### config.mk
export PLATFORM = sky130hd
export DESIGN_NAME = fir_sm_fifo
export DESIGN_NICKNAME = d
export VERILOG_FILES = /design/src/rtl/fir_sm_fifo.sv
export SDC_FILE = /design/constraint.sdc
export NUM_CORES = 1
export LEC_CHECK = 0
export CAP_MARGIN = 0
export CORE_ASPECT_RATIO = 1.2
export CORE_UTILIZATION = 54
export CTS_CLUSTER_SIZE = 25
export DETAILED_ROUTE_END_ITERATION = 7
export GPL_ROUTABILITY_DRIVEN = 1
export PLACE_DENSITY = 0.81
export SKIP_LAST_GASP = 1
export SLEW_MARGIN = 20
export SYNTH_ARGS = -nofsm -noshare
export SYNTH_HDL_FRONTEND = slang
export SYNTH_SLANG_ARGS = --single-unit
export TNS_END_PERCENT = 10
### constraint.sdc
create_clock -name aclk -period 2.9 [get_ports aclk]
set_input_delay 0.29 -clock aclk [delete_from_list [all_inputs] [get_ports aclk]]
set_output_delay 0.29 -clock aclk [all_outputs]
set_load 0.05 [all_outputs]
### src/rtl/fir_sm_fifo.sv
// First-word-fall-through AXI-Stream result buffer behind fir_top's sm_* master.
// Carries tlast, reports occupancy and tracks per-frame output beat counts.
module fir_sm_fifo #(
    parameter int pDATA_WIDTH = 32,
    parameter int DEPTH       = 16,
    parameter int ADDR_W      = 4
) (
    input  logic                          aclk,
    input  logic                          aresetn,
    input  logic                          in_clr,
    input  logic                          in_s_tvalid,
    input  logic signed [pDATA_WIDTH-1:0] in_s_tdata,
    input  logic                          in_s_tlast,
    output logic                          out_s_tready,
    output logic                          out_m_tvalid,
    output logic signed [pDATA_WIDTH-1:0] out_m_tdata,
    output logic                          out_m_tlast,
    input  logic                          in_m_tready,
    output logic [ADDR_W:0]               out_level,
    output logic [31:0]                   out_beat_cnt,
    output logic [31:0]                   out_last_frame_len,
    output logic                          out_frame_done
);

    localparam logic [ADDR_W:0] LVL_FULL = (ADDR_W+1)'(DEPTH);
    localparam logic [ADDR_W:0] LVL_ONE  = (ADDR_W+1)'(1);

    // Each entry stores {tlast, tdata}.
    logic [pDATA_WIDTH:0] mem [DEPTH];
    logic [ADDR_W-1:0]    wr_ptr;
    logic [ADDR_W-1:0]    rd_ptr;
    logic [ADDR_W:0]      level;
    logic                 push;
    logic                 pop;

    // Flow control comes only from the registered level, so there is no
    // combinational path from in_m_tready back to out_s_tready.
    assign out_s_tready = (level != LVL_FULL);
    assign out_m_tvalid = (level != '0);
    assign out_level    = level;

    assign push = in_s_tvalid & out_s_tready & ~in_clr;
    assign pop  = out_m_tvalid & in_m_tready & ~in_clr;

    assign out_m_tlast = mem[rd_ptr][pDATA_WIDTH];
    assign out_m_tdata = mem[rd_ptr][pDATA_WIDTH-1:0];

    always_ff @(posedge aclk) begin
        if (push) begin
            mem[wr_ptr] <= {in_s_tlast, in_s_tdata};
        end
    end

    always_ff @(posedge aclk or negedge aresetn) begin
        if (!aresetn) begin
            wr_ptr <= '0;
            rd_ptr <= '0;
            level  <= '0;
        end else if (in_clr) begin
            wr_ptr <= '0;
            rd_ptr <= '0;
            level  <= '0;
        end else begin
            if (push) begin
                wr_ptr <= wr_ptr + ADDR_W'(1);
            end
            if (pop) begin
                rd_ptr <= rd_ptr + ADDR_W'(1);
            end
            case ({push, pop})
                2'b10:   level <= level + LVL_ONE;
                2'b01:   level <= level - LVL_ONE;
                default: level <= level;
            endcase
        end
    end

    // Frame accounting follows beats leaving the buffer, not entering it.
    always_ff @(posedge aclk or negedge aresetn) begin
        if (!aresetn) begin
            out_beat_cnt       <= '0;
            out_last_frame_len <= '0;
            out_frame_done     <= 1'b0;
        end else if (in_clr) begin
            out_beat_cnt   <= '0;
            out_frame_done <= 1'b0;
        end else if (pop && out_m_tlast) begin
            out_last_frame_len <= out_beat_cnt + 32'd1;
            out_beat_cnt       <= '0;
            out_frame_done     <= 1'b1;
        end else begin
            if (pop) begin
                out_beat_cnt <= out_beat_cnt + 32'd1;
            end
            out_frame_done <= 1'b0;
        end
    end

endmodule

==> results summary <==
The final reports fail on setup timing. The post-route minimum period came out at 3060 ps. The cell count after synthesis is 1402. The number of antenna violations at the first check in global routing was 0.

The number of search-and-repair iterations in the first detailed-routing pass is 5. The proportion of register bits with asynchronous set or reset after synthesis is 0.129. The multiplexer area fraction after synthesis is 0.119. The critical path in this run is classified as flop to output port. The clock latency of the later-clocked register in the worst-skew pair is 620 ps.

The total overflow reported by the global router is 0. The tree is rooted in a sky130_fd_sc_hd__clkbuf_16. The total of flip-flops plus latches after synthesis is 606.

By area, the combinational part of the netlist is dominated by multiplexers. Summed over all failing endpoints, the final setup total negative slack is -515 ps. The number of global-route vias before repair is 13690. The die span in x came out at 195 um. The count of buffers inserted at the top-level ports is 142. The count of final hold-check violations was 0. The I/O pin count is 143. The number of routed nets with antenna violations came out at 0.

The achievable clock frequency came out at 327 MHz. The global routing usage summed across all routing layers is 0.238. The synthesized design contains 528 enable-type register cells. The final cycle utilization of the critical path came out at 1.05.

The peak per-stage delay on the critical path came out at 570 ps. The netlist area before placement came out at 0.0241 sq mm. The count of clock tree sinks came out at 606. The floorplan row count came out at 84. The worst-case headroom to the max-slew limit came out at 0.344.

The sequential fraction of the synthesis area came out at 0.738. Of the total synthesized cell area, the portion taken by AND, OR, NAND and NOR gates is 0.0412. The final worst hold slack came out at 390 ps. The worst setup path is launched from a flop.

Setup repair after global routing could not meet its margin everywhere. Ranked by total cell area, the synthesized netlist is headed by sky130_fd_sc_hd__edfxtp_1 (66%), sky130_fd_sc_hd__dfrtp_1 (8.1%), sky130_fd_sc_hd__mux4_2 (6.4%). Entering global routing, the biggest net connects 79 pins. The die covers 0.0456 sq mm. The core area is 0.0439 sq mm. The critical path capture point type is an output port. The count of endpoints failing setup in the final report is 11. The area growth from synthesis to layout is 22.3%.

IR analysis of the VDD net gives a maximum drop of 0.000615 V. For the final database, setup skew stands at 26.2 ps. The wire length per cell is 26.3 um.

For this configuration, the core starts out at a cell density of 0.549. The max-cap check violation count came out at 0. The data arrival at the endpoint of the critical path is 2770 ps. The critical-path maximum fanout is 17.

The most used flip-flop cell after synthesis is sky130_fd_sc_hd__edfxtp_1. The clock-pin slew on the worst setup and hold paths is 60 ps. The total via count in the routed design came out at 14093. The post-synthesis net count is 1450. The repair_antennas step left the layout with diodes totalling 0.

The via density per instance is 6.41. The most numerous cell type found on the critical path is sky130_fd_sc_hd__buf_12. The clock tree synthesis step divided the H-tree into 2 levels.

Power spread over the standard cell area amounts to 741 mW/mm^2. Of the total synthesized cell area, the portion taken by full adders, half adders and majority gates is 0.00549. The setup slack after layout came out at -158 ps. The worst hold path class is input pin to async pin. The clock passes through at most 3 buffers.

For this run, the number of Yosys warnings is 0. The leakage power summed over all cells is 9.89 nW. The total non-filler cell area in the finished layout is 0.0295 sq mm. The number of remaining DRC errors is 0. The largest individual stage delay along the critical path comes from the cell sky130_fd_sc_hd__dfrtp_4. The half-perimeter wire length after placement is 30000 um. The number of clock buffers added by TritonCTS is 54. The compound-gate portion of the synthesized area came out at 0.0666.

TritonCTS built the clock tree. The number of nets in the layout came out at 1640. The run finished, with violations left. The largest total area in the synthesized netlist belongs to sky130_fd_sc_hd__edfxtp_1. The detailed router finished its first iteration with 1255 violations. The startpoint of the lowest-slack register-to-register path is out_level[1].

The unique cell type count in the Yosys netlist is 49. The final-report max-slew violation count came out at 0. Of the total synthesized cell area, the portion taken by XOR and XNOR cells is 0.0142. The total power after layout came out at 0.0219 W. The mean instance size in the synthesized netlist came out at 17.2 sq um. The filler cells instantiated in the layout total 2742.

The total detailed-routing wirelength is 57800 um. The instance area after placement came out at 0.0270 sq mm. The critical path goes through buf_12 -> clkbuf_16 -> mux2i_1 -> a221oi_2 -> o21ai_0 -> nand2_2 -> buf_12.

The first global-routing pass estimated 81100 um of wire. The congestion estimate from routability-driven global placement came to 0.886. The share of the synthesized area in the top cell type came out at 0.657.

The fraction of layout cells with a size suffix above 1 came out at 0.197. The endpoint required time on the critical path is 2610 ps. The die is 234 um tall. The first element of the critical path is rd_ptr[0]. The slew of the pin with the lowest slew margin came out at 983 ps.
==> path summary, 6_finish.rpt <==
kind                       slack, ps                      to  cells after the start
max in group asynchronous       1760               rd_ptr[1]                      2
setup reg to reg                  90            out_level[4]                     10
setup / recovery                -160          out_m_tdata[0]                      7
hold / removal                   390  out_last_frame_len[15]                      2
min in group aclk                490  out_last_frame_len[16]                      2
hold reg to reg                  490  out_last_frame_len[16]                      2
==> where the power goes <==
part	total (W)	internal [W]	switching, W
registers	0.00977	0.00965	0.000128
clock network	0.00741	0.00425	0.00316
logic	0.00471	0.00210	0.00261
total	0.0219	0.0160	0.00590
==> synthesized netlist by cell type, drive strengths merged, types with 20 or more instances <==
| cell type | instances |
|---|---|
| edfxtp | 528 |
| mux2i | 130 |
| a21oi | 20 |
| nand2 | 89 |
| dfrtp | 78 |
| nor2 | 39 |
| clkbuf | 66 |
| o21ai | 80 |
| a221oi | 64 |
| a22oi | 32 |
| xnor2 | 29 |
| mux4 | 69 |
==> through the flow <==
stage | util | instances | setup slack (ps)
2_1_floorplan | - | 1402 | -13.9
3_3_place_gp | 0.615 | 2074 | 135
3_5_place_dp | 0.615 | 2074 | 9.20
4_1_cts | 0.661 | 2180 | -109
5_1_grt | 0.672 | 2197 | -200
6_report | 0.672 | 2197 | -158
==> cells by family (layout without fill, tap and decap cells) <==
family	count (synthesis)	in the layout
DFF	606	606
AOI/OAI and AO/OA	237	237
and+or+nand+nor	212	212
muxes	201	201
buffers and inverters	97	333
xor gates and xnor gates	39	39
adders and majority gates	10	10
==> area by class of cell <==
type	instances	area [sq um]	area share
clock buffer	62	1380	0.0468
clock inverter	40	454	0.0154
inverter	15	56.3	0.00191
multi-input combinational	699	6310	0.214
sequential	606	17800	0.603
tap	559	699	0.0237
timing repair buffer	216	2800	0.0950
==> layout by cell type (no fill, tap or decap), types with 20 or more instances in the layout <==
master / count
sky130_fd_sc_hd__nand2_1: 85
sky130_fd_sc_hd__mux2i_1: 130
sky130_fd_sc_hd__buf_4: 39
sky130_fd_sc_hd__nor2_1: 23
sky130_fd_sc_hd__edfxtp_1: 528
sky130_fd_sc_hd__clkdlybuf4s50_1: 108
sky130_fd_sc_hd__dfrtp_1: 73
sky130_fd_sc_hd__xnor2_1: 29
sky130_fd_sc_hd__a22oi_1: 31
sky130_fd_sc_hd__o21ai_0: 36
sky130_fd_sc_hd__mux4_2: 69
sky130_fd_sc_hd__clkbuf_16: 63
sky130_fd_sc_hd__o21ai_1: 43
sky130_fd_sc_hd__buf_12: 50
sky130_fd_sc_hd__a21oi_1: 20
sky130_fd_sc_hd__a221oi_1: 33
sky130_fd_sc_hd__a221oi_2: 31
==> registers in the layout, indices dropped and copies added (netlist names) <==
name                cells
mem                   528
out_last_frame_len     32
wr_ptr                  4
out_frame_done          1
rd_ptr                  4
out_level               5
out_beat_cnt           32
==> layer usage <==
| metal | GRT usage | up-vias | wire, um | share of wire |
|---|---|---|---|---|
| met5 | 0 | - | 0 | 0 |
| met4 | 0.0888 | 0 | 2160 | 0.037 |
| met3 | 0.0458 | 147 | 4900 | 0.085 |
| met2 | 0.402 | 818 | 29100 | 0.50 |
| met1 | 0.308 | 7141 | 21600 | 0.37 |
| li1 | - | 5987 | - | - |
==> timing repair <==
item / in CTS / in global routing
gates resized for setup: 21 / 33
hold buffers: 1 / 0
cloned: 2 / 11
buffers inserted: 1 / 6
endpoints found under the setup margin: 32 / 37
pin swaps: 0 / 6
endpoints found under the hold margin: 78 / 0
==> worst max-delay path, delay by kind of cell, from the launching register on <==
family,cells,cell delay [ps]
AO/OA/AOI/OAI,2,650
flip-flops,1,570
buffers and inverters,3,560
AND/OR/NAND/NOR,1,180
multiplexers,1,170
Power figures use the tool's default switching activity.
